==> src/rtl/key_conditioner_if.sv <==
// Key bundle between the board pins and the key conditioner.
// The master side drives the raw keys; the slave side returns the conditioned events.
interface key_conditioner_if #(
  parameter int N_KEYS = 2
);
  logic [N_KEYS-1:0] key_n;
  logic [N_KEYS-1:0] key_down;
  logic [N_KEYS-1:0] key_press;
  logic [N_KEYS-1:0] key_release;
  logic [N_KEYS-1:0] key_hold;

  modport master (
    output key_n,
    input  key_down,
    input  key_press,
    input  key_release,
    input  key_hold
  );

  modport slave (
    input  key_n,
    output key_down,
    output key_press,
    output key_release,
    output key_hold
  );
endinterface

==> src/rtl/key_conditioner.sv <==
// Turns raw active-low bouncing push-buttons into clean active-high level, press,
// release and one-shot long-press events, one independent channel per key.
module key_conditioner #(
  parameter int N_KEYS          = 2,
  parameter int DEBOUNCE_CYCLES = 500000,
  parameter int HOLD_CYCLES     = 50000000
) (
  input logic              clk,
  input logic              nrst,
  key_conditioner_if.slave bus
);

  localparam int DCW = $clog2(DEBOUNCE_CYCLES) + 1;
  localparam int HCW = $clog2(HOLD_CYCLES) + 1;

  localparam logic [DCW-1:0] DEB_LAST  = DCW'(DEBOUNCE_CYCLES);
  localparam logic [HCW-1:0] HOLD_LAST = HCW'(HOLD_CYCLES);

  localparam logic [1:0] ST_IDLE        = 2'd0;
  localparam logic [1:0] ST_ARM_PRESS   = 2'd1;
  localparam logic [1:0] ST_DOWN        = 2'd2;
  localparam logic [1:0] ST_ARM_RELEASE = 2'd3;

  logic [N_KEYS-1:0] sync1_r;
  logic [N_KEYS-1:0] sync2_r;
  logic [N_KEYS-1:0] key_s;

  logic [1:0]     state_r    [N_KEYS];
  logic [1:0]     state_s    [N_KEYS];
  logic [DCW-1:0] deb_cnt_r  [N_KEYS];
  logic [DCW-1:0] deb_cnt_s  [N_KEYS];
  logic [HCW-1:0] hold_cnt_r [N_KEYS];
  logic [HCW-1:0] hold_cnt_s [N_KEYS];

  logic [N_KEYS-1:0] down_s;
  logic [N_KEYS-1:0] hold_s;
  logic [N_KEYS-1:0] down_r;
  logic [N_KEYS-1:0] press_r;
  logic [N_KEYS-1:0] release_r;
  logic [N_KEYS-1:0] hold_r;

  assign key_s = ~sync2_r;

  // Next-state logic for the debounce FSM and the long-press counter of every key.
  always_comb begin
    for (int k = 0; k < N_KEYS; k++) begin
      state_s[k]    = state_r[k];
      deb_cnt_s[k]  = deb_cnt_r[k];
      hold_cnt_s[k] = hold_cnt_r[k];
      hold_s[k]     = 1'b0;

      case (state_r[k])
        ST_IDLE: begin
          if (key_s[k]) begin
            state_s[k]   = ST_ARM_PRESS;
            deb_cnt_s[k] = DCW'(1);
          end else begin
            deb_cnt_s[k] = DCW'(0);
          end
        end
        ST_ARM_PRESS: begin
          if (!key_s[k]) begin
            state_s[k]   = ST_IDLE;
            deb_cnt_s[k] = DCW'(0);
          end else if (deb_cnt_r[k] == DEB_LAST) begin
            state_s[k]   = ST_DOWN;
            deb_cnt_s[k] = DCW'(0);
          end else begin
            deb_cnt_s[k] = deb_cnt_r[k] + DCW'(1);
          end
        end
        ST_DOWN: begin
          if (!key_s[k]) begin
            state_s[k]   = ST_ARM_RELEASE;
            deb_cnt_s[k] = DCW'(1);
          end else begin
            deb_cnt_s[k] = DCW'(0);
          end
        end
        ST_ARM_RELEASE: begin
          if (key_s[k]) begin
            state_s[k]   = ST_DOWN;
            deb_cnt_s[k] = DCW'(0);
          end else if (deb_cnt_r[k] == DEB_LAST) begin
            state_s[k]   = ST_IDLE;
            deb_cnt_s[k] = DCW'(0);
          end else begin
            deb_cnt_s[k] = deb_cnt_r[k] + DCW'(1);
          end
        end
        default: begin
          state_s[k]   = ST_IDLE;
          deb_cnt_s[k] = DCW'(0);
        end
      endcase

      down_s[k] = (state_s[k] == ST_DOWN) || (state_s[k] == ST_ARM_RELEASE);

      // The hold count follows the registered level, so a release on the threshold cycle still fires hold.
      if (down_r[k]) begin
        if (hold_cnt_r[k] != HOLD_LAST) begin
          hold_cnt_s[k] = hold_cnt_r[k] + HCW'(1);
          hold_s[k]     = ((hold_cnt_r[k] + HCW'(1)) == HOLD_LAST);
        end else begin
          hold_cnt_s[k] = hold_cnt_r[k];
          hold_s[k]     = 1'b0;
        end
      end else begin
        hold_cnt_s[k] = HCW'(0);
        hold_s[k]     = 1'b0;
      end
    end
  end

  // Synchronisers, FSM state, counters and registered event outputs.
  always_ff @(posedge clk) begin
    if (!nrst) begin
      sync1_r   <= {N_KEYS{1'b1}};
      sync2_r   <= {N_KEYS{1'b1}};
      down_r    <= {N_KEYS{1'b0}};
      press_r   <= {N_KEYS{1'b0}};
      release_r <= {N_KEYS{1'b0}};
      hold_r    <= {N_KEYS{1'b0}};
      for (int k = 0; k < N_KEYS; k++) begin
        state_r[k]    <= ST_IDLE;
        deb_cnt_r[k]  <= DCW'(0);
        hold_cnt_r[k] <= HCW'(0);
      end
    end else begin
      sync1_r   <= bus.key_n;
      sync2_r   <= sync1_r;
      down_r    <= down_s;
      press_r   <= down_s & ~down_r;
      release_r <= ~down_s & down_r;
      hold_r    <= hold_s;
      for (int k = 0; k < N_KEYS; k++) begin
        state_r[k]    <= state_s[k];
        deb_cnt_r[k]  <= deb_cnt_s[k];
        hold_cnt_r[k] <= hold_cnt_s[k];
      end
    end
  end

  assign bus.key_down    = down_r;
  assign bus.key_press   = press_r;
  assign bus.key_release = release_r;
  assign bus.key_hold    = hold_r;

endmodule

==> src/flat_wrapper.sv <==
// flat-port wrapper written by rule: the top's interface ports become plain ports
module key_conditioner_flat 
#(
  parameter int N_KEYS          = 2,
  parameter int DEBOUNCE_CYCLES = 500000,
  parameter int HOLD_CYCLES     = 50000000
)
  (clk, nrst, bus_key_n, bus_key_down, bus_key_press, bus_key_release, bus_key_hold);
  key_conditioner_if #(.N_KEYS(N_KEYS)) bus_i ();
  input logic clk;
  input logic nrst;
  input wire logic [$bits(bus_i.key_n)-1:0] bus_key_n;
  output wire logic [$bits(bus_i.key_down)-1:0] bus_key_down;
  output wire logic [$bits(bus_i.key_press)-1:0] bus_key_press;
  output wire logic [$bits(bus_i.key_release)-1:0] bus_key_release;
  output wire logic [$bits(bus_i.key_hold)-1:0] bus_key_hold;
  assign bus_i.key_n = bus_key_n;
  assign bus_key_down = bus_i.key_down;
  assign bus_key_press = bus_i.key_press;
  assign bus_key_release = bus_i.key_release;
  assign bus_key_hold = bus_i.key_hold;
  key_conditioner #(.N_KEYS(N_KEYS), .DEBOUNCE_CYCLES(DEBOUNCE_CYCLES), .HOLD_CYCLES(HOLD_CYCLES)) u_core (.clk(clk), .nrst(nrst), .bus(bus_i));
endmodule
==> config.mk <==
export PLATFORM = sky130hd
export DESIGN_NAME = key_conditioner_flat
export DESIGN_NICKNAME = d
export VERILOG_FILES = /design/src/rtl/key_conditioner_if.sv /design/src/rtl/key_conditioner.sv /design/src/flat_wrapper.sv
export SDC_FILE = /design/constraint.sdc
export NUM_CORES = 1
export LEC_CHECK = 0
export ABC_AREA = 1
export BUFFER_PORTS_ARGS = -buffer_cell sky130_fd_sc_hd__buf_2
export CORE_MARGIN = 3
export CORE_UTILIZATION = 55
export CTS_BUF_LIST = sky130_fd_sc_hd__clkbuf_8
export DETAILED_ROUTE_END_ITERATION = 7
export GPL_TIMING_DRIVEN = 1
export PLACE_DENSITY = 0.8
export SYNTH_ARGS = -nofsm -noshare
export SYNTH_HDL_FRONTEND = slang
export SYNTH_SLANG_ARGS = --single-unit
==> constraint.sdc <==
create_clock -name clk -period 1.7 [get_ports clk]
set_clock_uncertainty 0.1 [all_clocks]
set_input_delay 0.425 -clock clk [delete_from_list [all_inputs] [get_ports clk]]
set_output_delay 0.425 -clock clk [all_outputs]
set_load 0.005 [all_outputs]
== Word level (Yosys, flattened, before mapping) ==
Memories as Yosys holds them, arrays and structs flattened.
Index checks and enable logic that the tools add are counted.
Storage, ports and cells
  bits in registers: 12
  latch bits: 0
  bits in writable memories: 98
  ROM bits: 0
  output and inout port bits: 8
  word-level logic and storage cells: 85
  memories kept: 3
Operators by class
  add/sub/neg operators: 4
  multiply operators: 0
  div/mod/pow operators: 0
  order comparisons: 0
  eq/ne operators: 16
  shift-type cells: 0
  muxes and demuxes: 38
  bitwise gates (word level): 11
  reductions and logical operators: 6
Memory list
  u_core.hold_cnt_r: depth 2, width 27, rd ports 2, clocked after memory_dff 0, wr ports 2, RTL line key_conditioner.sv:32  | logic [HCW-1:0] hold_cnt_r [N_KEYS];
  u_core.deb_cnt_r: depth 2, width 20, rd ports 2, clocked after memory_dff 0, wr ports 2, RTL line key_conditioner.sv:30  | logic [DCW-1:0] deb_cnt_r [N_KEYS];
  u_core.state_r: depth 2, width 2, rd ports 2, clocked after memory_dff 0, wr ports 2, RTL line key_conditioner.sv:28  | logic [1:0] state_r [N_KEYS];
Operator list (number)
  two-way mux 27 bit: 6
  two-way mux 20 bit: 8
  one-hot mux 20 bit (4 select lines): 2
  adder 27 x 1 -> 27 bit, second input constant: 2
  == test 27 x 26 -> 1 bit, second input constant: 2
  inequality test 27 x 26 -> 1 bit, second input constant: 2
  adder 20 x 1 -> 20 bit, second input constant: 2
  == test 20 x 19 -> 1 bit, second input constant: 2
  two-way mux 2 bit: 14
  == test 2 bit, second input constant: 8
  one-hot mux 2 bit (4 select lines): 2
  two-way mux 1 bit: 6
  NOT 2 bit: 3
  bitwise OR 1 bit: 6
  AND reduction 3 bit: 2
  bitwise AND 2 bit: 2
  == test 2 x 1 -> 1 bit, second input constant: 2
  logical NOT 2 bit: 2
  logical OR 1 bit: 2

== Depth between registers and ports, before layout ==
Gate-level depths: netlist (run 1).
An unclocked memory read counts as a cell.
  depth in word-level cells: 9
  depth in mapped cells: 12
  mapped depth without buffers: 12

== Worst setup path before layout (run 1) ==
No wires, ideal clock.
  path type: flip-flop to flip-flop
  from: memory u_core.hold_cnt_r[0][27] (netlist name)
  to: register u_core.hold_r[1], in the netlist u_core.bus.key_hold[1]
  data arrival time: 1548 ps
  data required time: 1536 ps
  setup slack: -11 ps
  stages on the path, launching flop included: 11
  clock period less this slack: 1711 ps
  path through: dfxtp_1 -> ha_1 -> nand2_4 -> nor2_8 -> nand3_2 -> nor2_1 -> xnor2_1 -> nand2_1 -> nor2_1 -> nand3_1 -> nor2_1
RTL lines
  start, declared: RTL line key_conditioner.sv:32
  end signal, assigned: RTL line key_conditioner.sv:123  | hold_r <= {N_KEYS{1'b0}};
  end signal, assigned: RTL line key_conditioner.sv:135  | hold_r <= hold_s;
  end, declared: RTL line key_conditioner.sv:40  | logic [N_KEYS-1:0] hold_r;

==> metrics, run 1 <==
grt ovf=0; detailed router's first-iteration violation count=409; FILL cells=772; worst skew pair latency=0.39 ns; GPL Wtd Cong=0.918; CTS tree=yes; post-synthesis sequential area ratio=37.4%; fin nets=996; vias in the first global route=5365; CTS root buffer=clkbuf_8; Initial Util=56.7%; slowest CP cell=dfxtp_2; Final Hold Viols=0; critical path data arrival time=1.98 ns; Ant. Diodes=0; Max-Cap Viols=0; drt pass-1 iters=8; FP Rows=37; Core Region=0.0104 mm²; DP Wirelength=10000 µm; Synth Net Count=909; startpoint types=register; critical path data required time=1.90 ns; PnR worst setup slack=-0.0773 ns; CP cell instances=buf_6 -> ha_4 -> nand2_4 -> nor2_4 -> nand3_4 -> inv_4 -> buf_6 -> nand2_2 -> nand2_2 -> nor2_1 -> nand2_1 -> nor2_1 -> nand3_1 -> nor2_1; FF+latch area=0.00227 mm²; failing checks=setup timing; fmax=563 MHz; Synth area leaders=dfxtp_1 37%, nand2_1 15%, nor2_1 10%; post-layout minimum cycle time=1.78 ns; Synth Warn #=0; commonest non-fill, non-tap cell in the layout=nand2_1; Max FO, Critical Path=5; Netlist cell types=38; post-synth top area cell=dfxtp_1; Worst path most repeated cell=nor2_1; clk buf depth=2; post-route ant nets=0; PD cells=553 mW/mm²; outcome=complete, but fails checks; Reg2Reg Launch Point=u_core.hold_cnt_r[0][1]; CTS buffer count=9; VDD IR max=555 µV; global-route wire length before repair=23300 µm; Wirelength per Cell=13.6 µm; gr usage total=24.2%; Total Wirelength=15300 µm; flop2flop setup slack=-0.08 ns; most frequent cells in the layout=213 x nand2_1, 130 x nor2_1, 106 x inv_1; share of cells above drive strength 1=30.5%; Final setup violation count=4; CTS sink cnt=110; placed cell area=0.00646 mm²; min-delay src=bus_key_n[0]; Vias/cell=5.24; RSZ-0062 raised after global routing=yes; worst hold stages=2; final instance area=0.00753 mm²; syn_area_per_cell=6.57 µm²; Clock Pin Slew Worst Setup and Hold Paths=0.11 ns; slowest cell delay on critical path=0.36 ns; Leak=2.87 nW; Slew @ Worst Pin=0.369 ns; synthesized area=0.00588 mm²; Tcrit/Tclk final=105%; Die Y=109 µm; H-tree Lvls=3; DIE AREA=0.0120 mm²; Post-Synthesis Cells=895; final core area utilization=72.6%; setup_tns=-0.150 ns; Ports=12; critical path capture point type=register; Worst R2R End=u_core.bus.key_hold[0]; synthesis-stage register bit count=110; hold path endpoint=u_core.sync1_r[0]; HP Class=in2reg; Rel. slew slack=75.3%; initial antenna violation count=0; Worst Setup Path Type=reg2reg; Synth top area share=37.4%; die width=109 µm; Final Slew Violations=0; post-synthesis to final-layout area growth=28.0%; # DRC=0; routed via count=5888; pin count of the biggest net entering global routing=27; Buffers on Ports=11; Multi-input gate area=0.00375 mm²; R2R cell count=14
## cells in the mapped netlist (all sizes together)
library cell	n
a211oi	2
a21o	1
a21oi	37
a31oi	3
and2	2
and3	1
buf	2
clkbuf	4
dfxtp	110
ha	10
inv	124
nand2	250
nand3	53
nand3b	10
nand4	22
nor2	183
nor3	31
nor3b	2
nor4	2
o21a	1
o21ai	12
o21bai	3
or2	6
xnor2	5
xor2	19
## layout make-up
class                   instances  share of cell area [%]
repair buffers                 82                    8.80
clock buffers                   9                    1.64
flip-flops and latches        110                    30.1
inverters                     124                    6.48
multi-input cells             655                    49.8
clock inverters                 7                   0.963
well taps                     136                    2.26
## layer usage
| metal | global-route usage [%] | up-vias | share of wire, % |
|---|---|---|---|
| li1 | - | 2989 | - |
| met1 | 30.3 | 2710 | 43 |
| met2 | 41.8 | 160 | 51 |
| met3 | 5.64 | 29 | 5.2 |
| met4 | 6.23 | 0 | 1.5 |
| met5 | 0 | - | 0 |
## through the flow
stage	total power [mW]	setup slack (ns)	cells	hold slack (ns)
after floorplan	2.66	0.0123	895	0.293
after global placement	2.67	-0.102	1086	0.296
after detailed placement	2.67	-0.153	1086	0.302
after CTS	4.20	-0.00611	1112	0.0961
after global routing	4.29	-0.177	1123	0.0984
final	4.17	-0.0773	1123	0.109
## what timing repair did
item                       4_1_cts  5_1_grt
hold buffers                     0        0
buffers inserted                10       11
resized for setup               45      170
setup endpoints to repair       18       49
pin swaps                       13       67
cloned                           0        1
## worst max-delay path by stage
stage,from,endpoint,slack (ns),cells after the start
after global placement,u_core.deb_cnt_r[0][0],u_core.bus.key_press[0],-0.10,9
after floorplan,u_core.hold_cnt_r[0][27],u_core.bus.key_hold[1],0.01,10
after CTS,u_core.hold_cnt_r[0][1],u_core.bus.key_hold[0],-0.006,11
after detailed placement,u_core.deb_cnt_r[0][0],u_core.bus.key_press[0],-0.15,9
after global routing,u_core.hold_cnt_r[0][1],u_core.bus.key_hold[0],-0.18,11
final,u_core.hold_cnt_r[0][1],u_core.bus.key_hold[0],-0.08,14
## logic make-up after synthesis
group,Yosys count,synth area share [%]
flip-flops,110,37.4
XOR/XNOR,24,3.70
adder cells (fa/ha/maj),10,2.13
AND/OR/NAND/NOR,562,42.9
buffers and inverters,130,8.38
AO/OA/AOI/OAI,59,5.44
## worst max-delay path, delay by kind of cell, from the launching register on
family        cells  cell delay [ns]
fa+ha+maj         1             0.15
buf+inv           3             0.31
simple gates     10             0.74
flops             1             0.36
## power breakdown
group	leakage, nW	internal (mW)	switching, mW
registers	0.909	2.57	0.00557
logic	1.87	0.0153	0.0151
clock network	0.0929	0.567	0.990
## registers in the layout (all words and copies together) (netlist names)
register and cells:
u_core.state_r 4, u_core.bus.key_press 2, u_core.bus.key_hold 2, u_core.bus.key_down 2
u_core.bus.key_release 2, u_core.deb_cnt_r 40, u_core.hold_cnt_r 54, u_core.sync1_r 2
u_core.sync2_r 2
Power figures use the tool's default switching activity.
==> run 2, diff against run 1 <==
--- a/config.mk
+++ b/config.mk
@@ -12,7 +12,7 @@
 export CTS_BUF_LIST = sky130_fd_sc_hd__clkbuf_8
 export DETAILED_ROUTE_END_ITERATION = 7
 export GPL_TIMING_DRIVEN = 1
-export PLACE_DENSITY = 0.8
+export PLACE_DENSITY = 0.77
 export SYNTH_ARGS = -nofsm -noshare
 export SYNTH_HDL_FRONTEND = slang
 export SYNTH_SLANG_ARGS = --single-unit
==> constraint.sdc (replaced) <==
create_clock -name clk -period 2.2 [get_ports clk]
set_clock_uncertainty 0.1 [all_clocks]
set_input_delay 0.55 -clock clk [delete_from_list [all_inputs] [get_ports clk]]
set_output_delay 0.55 -clock clk [all_outputs]
set_load 0.005 [all_outputs]
==> metrics, run 2 (synthesis gave the netlist of run 1 again) <==
outcome=finished, final reports clean (was complete, but fails checks); Final Slew Violations=0 (unchanged); CTS tree=yes (unchanged); hold_buf cts=0 (unchanged); Final setup violation count=0 (was 4); FP Rows=37 (unchanged); RSZ-0062 raised after global routing=no (was yes); H-tree Lvls=3 (unchanged); grt ovf=0 (unchanged); Total Wirelength=12000 µm (was 15300 µm); final core area utilization=60.5% (was 72.6%); Post-Layout Cell Count=1055 (was 1123); fin nets=929 (was 996); worst hold stages=2 (unchanged); Placement Setup Slack=0.313 ns (was -0.153 ns); die width=109 µm (unchanged); commonest non-fill, non-tap cell in the layout=nand2_1 (unchanged); Worst R2R End=u_core.bus.key_hold[0] (unchanged); PnR worst setup slack=0.294 ns (was -0.0773 ns); routed via count=5305 (was 5888); Clock Pin Slew Worst Setup and Hold Paths=0.10 ns (was 0.11 ns); pin count of the biggest net entering global routing=27 (unchanged); CP cell instances=ha_1 -> nand2_2 -> nor2_4 -> nand3_2 -> nor2_1 -> nand3_1 -> nand2_1 -> nand2_1 -> nor2_1 -> nand2_1 -> nor2_1 (was buf_6 -> ha_4 -> nand2_4 -> nor2_4 -> nand3_4 -> inv_4 -> buf_6 -> nand2_2 -> nand2_2 -> nor2_1 -> nand2_1 -> nor2_1 -> nand3_1 -> nor2_1); CTS sink cnt=110 (unchanged); final instance area=0.00627 mm² (was 0.00753 mm²); hold path endpoint=u_core.sync1_r[0] (unchanged); Cells after DPL=1040 (was 1086); Ant. Diodes=0 (unchanged); slowest cell delay on critical path=0.42 ns (was 0.36 ns); Top Registers=u_core.hold_cnt_r: 54 flops, u_core.deb_cnt_r: 40 flops, u_core.state_r: 4 flops (unchanged); CTS root buffer=clkbuf_8 (unchanged); most frequent cells in the layout=240 x nand2_1, 162 x nor2_1, 119 x inv_1 (was 213 x nand2_1, 130 x nor2_1, 106 x inv_1); min-delay src=bus_key_n[0] (unchanged); critical path data required time=2.42 ns (was 1.90 ns); Reg2Reg Launch Point=u_core.hold_cnt_r[0][1] (unchanged); slowest CP cell=dfxtp_1 (was dfxtp_2); Vias/cell=5.03 (was 5.24); DIE AREA=0.0120 mm² (unchanged); Largest Register=u_core.hold_cnt_r (unchanged); PD cells=495 mW/mm² (was 553 mW/mm²); clk buf depth=2 (unchanged); Comb pwr share=0.5% (was 0.7%); vias in the first global route=4853 (was 5365); DP Wirelength=9400 µm (was 10000 µm); drt pass-1 iters=5 (was 8); post-route ant nets=0 (unchanged); Psw=0.698 mW (was 1.01 mW); GPL Wtd Cong=0.957 (was 0.918); Die Y=109 µm (unchanged); global-route wire length before repair=20700 µm (was 23300 µm); R2R cell count=11 (was 14); share of cells above drive strength 1=8.92% (was 30.5%); detailed router's first-iteration violation count=234 (was 409); fmax=525 MHz (was 563 MHz); gr usage total=21.6% (was 24.2%); critical path capture point type=register (unchanged); Initial Util=56.7% (unchanged); Rel. slew slack=74.8% (was 75.3%); Final Hold Viols=0 (unchanged); postcts setup bufs=0 (was 10); Core Region=0.0104 mm² (unchanged); startpoint types=register (unchanged); switch share=22.5% (was 24.3%); post-layout minimum cycle time=1.91 ns (was 1.78 ns); worst skew pair latency=0.38 ns (was 0.39 ns); post-synthesis to final-layout area growth=6.63% (was 28.0%); HP Class=in2reg (unchanged); Tcrit/Tclk final=86.7% (was 105%); VDD IR max=463 µV (was 555 µV); placed cell area=0.00611 mm² (was 0.00646 mm²); flop2flop setup slack=0.29 ns (was -0.08 ns); setup_tns=0 ns (was -0.150 ns); initial antenna violation count=0 (unchanged); Clock power frac=35.2% (was 37.4%); # DRC=0 (unchanged); power share of the sequential group=64.3% (was 61.9%); Wirelength per Cell=11.4 µm (was 13.6 µm); Ports=12 (unchanged); Slew @ Worst Pin=0.375 ns (was 0.369 ns); Worst Setup Path Type=reg2reg (unchanged); Max FO, Critical Path=5 (unchanged); Buffers on Ports=11 (unchanged); max FFs per register=54 (unchanged); CTS buffer count=9 (unchanged); critical path data arrival time=2.13 ns (was 1.98 ns); Leak=2.40 nW (was 2.87 nW); post-CTS sizing=0 (was 45); Max-Cap Viols=0 (unchanged); Pint=2.41 mW (was 3.16 mW)
## run 2: cell types whose count changed in the layout (fill, tap and decap cells not counted), moves of 10 or more
cell     previous run  this run
dfxtp_2            33         0
nand2_1           213       240
nor2_4             20         5
dfxtp_1            71       110
nor2_2             31        14
nand3_1            38        49
inv_1             106       119
buf_4              58         4
buf_6              10         0
nor2_1            130       162
nand2_2            28         7
## run 2: how the worst max path moves through the flow
stage | startpoint | end | slack (ns) | cells past startpoint
floorplan | u_core.hold_cnt_r[0][27] | u_core.bus.key_hold[1] | 0.49 | 10
global placement | u_core.hold_cnt_r[0][27] | u_core.bus.key_hold[1] | 0.37 | 10
detailed placement | u_core.hold_cnt_r[0][27] | u_core.bus.key_hold[1] | 0.31 | 10
CTS | u_core.hold_cnt_r[0][27] | u_core.bus.key_hold[1] | 0.28 | 11
global route | u_core.hold_cnt_r[0][36] | u_core.bus.key_hold[1] | 0.05 | 10
finish | u_core.hold_cnt_r[0][1] | u_core.bus.key_hold[0] | 0.29 | 11
## run 2: area by class of cell
type | count | area, µm²
Clock buffer | 9 | 124
Clock inverter | 6 | 38.8
Timing Repair Buffer | 15 | 85.1
Fill cell | 1026 | 4100
Multi-Input combinational cell | 655 | 3190
Inverter | 124 | 465
Tap cell | 136 | 170
Sequential cell | 110 | 2200
## run 2: routing by layer
metal	track usage [%]	up-vias	share of wire, %
met5	0	-	0
met2	36.4	78	46
met4	5.34	0	1.3
met1	27.8	2361	48
met3	5.11	15	4.3
li1	-	2851	-
## run 2: power by group through the flow
stage	Sequential, mW	Clock [mW]	Combinational [mW]
3_3_place_gp	2.04	0	0.0146
2_1_floorplan	2.04	0	0.00953
3_5_place_dp	2.04	0	0.0148
6_report	2.00	1.09	0.0144
4_1_cts	2.00	1.13	0.0149
5_1_grt	2.00	1.21	0.0170
## run 2: per-stage QoR
step,hold WS [ns],power [mW]
2_1_floorplan,0.293,2.05
3_3_place_gp,0.293,2.06
5_1_grt,0.228,3.22
6_report,0.250,3.11
3_5_place_dp,0.307,2.06
4_1_cts,0.227,3.15
## run 2: worst max-delay path: cells and delay by family (launching register included)
kind	cells	cell delay, ns
fa+ha+maj	1	0.25
flops	1	0.42
simple gates	10	1.07
==> run 3, diff against run 2 <==
--- a/config.mk
+++ b/config.mk
@@ -12,6 +12,7 @@
 export CTS_BUF_LIST = sky130_fd_sc_hd__clkbuf_8
 export DETAILED_ROUTE_END_ITERATION = 7
 export GPL_TIMING_DRIVEN = 1
+export MAX_ROUTING_LAYER = met4
 export PLACE_DENSITY = 0.77
 export SYNTH_ARGS = -nofsm -noshare
 export SYNTH_HDL_FRONTEND = slang
==> metrics, run 3 (synthesis gave the netlist of run 1 again) <==
outcome=finished, final reports clean (unchanged); grt ovf=0 (unchanged); Final setup violation count=0 (unchanged); Buffers on Ports=11 (unchanged); CTS buffer count=9 (unchanged); Crit. Startpoint=u_core.hold_cnt_r[0][27] (was u_core.hold_cnt_r[0][1]); detailed router's first-iteration violation count=266 (was 234); DIE AREA=0.0120 mm² (unchanged); # DRC=0 (unchanged); fmax=515 MHz (was 525 MHz); worst skew pair latency=0.39 ns (was 0.38 ns); startpoint types=register (unchanged); Reg2Reg Launch Point=u_core.hold_cnt_r[0][27] (was u_core.hold_cnt_r[0][1]); critical path capture point type=register (unchanged); die width=109 µm (unchanged); max FFs per register=54 (unchanged); vias in the first global route=4894 (was 4853); Final Hold Viols=0 (unchanged); pin count of the biggest net entering global routing=27 (unchanged); share of cells above drive strength 1=8.92% (unchanged); initial antenna violation count=0 (unchanged); Ant. Diodes=0 (unchanged); Vias/cell=5.04 (was 5.03); Final Slew Violations=0 (unchanged); worst setup path end=u_core.bus.key_hold[1] (was u_core.bus.key_hold[0]); CTS tree=yes (unchanged); routed via count=5312 (was 5305); CTS root buffer=clkbuf_8 (unchanged); global-route wire length before repair=21200 µm (was 20700 µm); VDD IR max=597 µV (was 463 µV); fin nets=929 (unchanged); Placement Setup Slack=0.305 ns (was 0.313 ns); post-route ant nets=0 (unchanged); R2R cell count=10 (was 11); PD cells=511 mW/mm² (was 495 mW/mm²); GPL Wtd Cong=0.954 (was 0.957); Die Y=109 µm (unchanged); hold_buf cts=0 (unchanged); Largest Register=u_core.hold_cnt_r (unchanged); Rel. slew slack=73.0% (was 74.8%); post-synthesis to final-layout area growth=7.06% (was 6.63%); DP Wirelength=9370 µm (was 9400 µm); Initial Util=56.7% (unchanged); clk buf depth=2 (unchanged); flop2flop setup slack=0.26 ns (was 0.29 ns); Core Region=0.0104 mm² (unchanged); Ports=12 (unchanged); gr usage total=22.8% (was 21.6%); Total Wirelength=12100 µm (was 12000 µm); most frequent cells in the layout=240 x nand2_1, 162 x nor2_1, 119 x inv_1 (unchanged); Clock Pin Slew Worst Setup and Hold Paths=0.10 ns (about the same); commonest non-fill, non-tap cell in the layout=nand2_1 (unchanged); Worst R2R End=u_core.bus.key_hold[1] (was u_core.bus.key_hold[0]); drt pass-1 iters=5 (unchanged); post-CTS sizing=0 (unchanged); H-tree Lvls=3 (unchanged); final hold slack=0.239 ns (was 0.250 ns); post-layout minimum cycle time=1.94 ns (was 1.91 ns); critical path data arrival time=2.17 ns (was 2.13 ns); Top Registers=u_core.hold_cnt_r: 54 flops, u_core.deb_cnt_r: 40 flops, u_core.state_r: 4 flops (unchanged); Max-Cap Viols=0 (unchanged); critical path data required time=2.43 ns (was 2.42 ns); Leak=2.41 nW (was 2.40 nW); FILL cells=1013 (was 1026); final instance area=0.00630 mm² (was 0.00627 mm²); Tcrit/Tclk final=88.3% (was 86.7%); Worst Setup Path Type=reg2reg (unchanged); Slew @ Worst Pin=0.402 ns (was 0.375 ns); placed cell area=0.00611 mm² (unchanged); RSZ-0062 raised after global routing=no (unchanged); CTS sink cnt=110 (unchanged); postcts setup bufs=0 (unchanged); PnR worst setup slack=0.257 ns (was 0.294 ns); final core area utilization=60.8% (was 60.5%); HP Class=in2reg (unchanged); Wirelength per Cell=11.5 µm (was 11.4 µm); setup_tns=0 ns (unchanged); Max FO, Critical Path=9 (was 5); FP Rows=37 (unchanged)
-- run 3: cell types whose count changed in the layout (fill, tap and decap cells not counted), sizes merged --
cell    before  now
inv        128  127
bufinv       0    1
-- run 3: worst min-delay path by stage --
stage                                  from  cells past startpoint  slack, ns                end
final                          bus_key_n[0]                      2       0.24  u_core.sync1_r[0]
after global routing           bus_key_n[0]                      2       0.23  u_core.sync1_r[0]
after CTS                      bus_key_n[0]                      2       0.22  u_core.sync1_r[0]
after detailed placement  u_core.sync1_r[0]                      1       0.31  u_core.sync2_r[0]
after global placement    u_core.sync1_r[1]                      1       0.29  u_core.sync2_r[1]
after floorplan           u_core.sync1_r[0]                      1       0.29  u_core.sync2_r[0]
-- run 3: layout make-up --
class | count | area (µm²) | share of cell area, %
tap | 136 | 170 | 2.70
timing repair buffer | 15 | 85.1 | 1.35
clock inverter | 6 | 63.8 | 1.01
multi-input combinational | 655 | 3190 | 50.6
inverter | 124 | 465 | 7.39
clock buffer | 9 | 124 | 1.97
sequential | 110 | 2200 | 35.0
-- run 3: routing by layer --
metal / wire length [µm] / global-route usage, %
met1: 5860 / 29.3
met2: 5460 / 36.1
met3: 552 / 4.35
met4: 223 / 7.84
met5: 0 / -
-- run 3: where the power goes --
part | switching (mW) | leakage (nW) | internal, mW
combinational | 0.00776 | 1.43 | 0.00709
clock | 0.685 | 0.102 | 0.521
sequential | 0.00310 | 0.887 | 1.99
-- run 3: worst max-delay path: stages (launching register included) --
cell     delay (ns)
dfxtp_1        0.44
ha_1           0.29
nand2_4        0.09
nor2_8         0.18
nand3_2        0.13
nor2_1         0.16
xnor2_1        0.15
nand2_1        0.08
nor2_1         0.09
nand3_1        0.07
nor2_1         0.10
-- run 3: metrics by stage --
stage	total power, mW	std cells
global placement	2.06	1040
finish	3.22	1055
global route	3.33	1055
CTS	3.26	1055
floorplan	2.05	895
detailed placement	2.06	1040
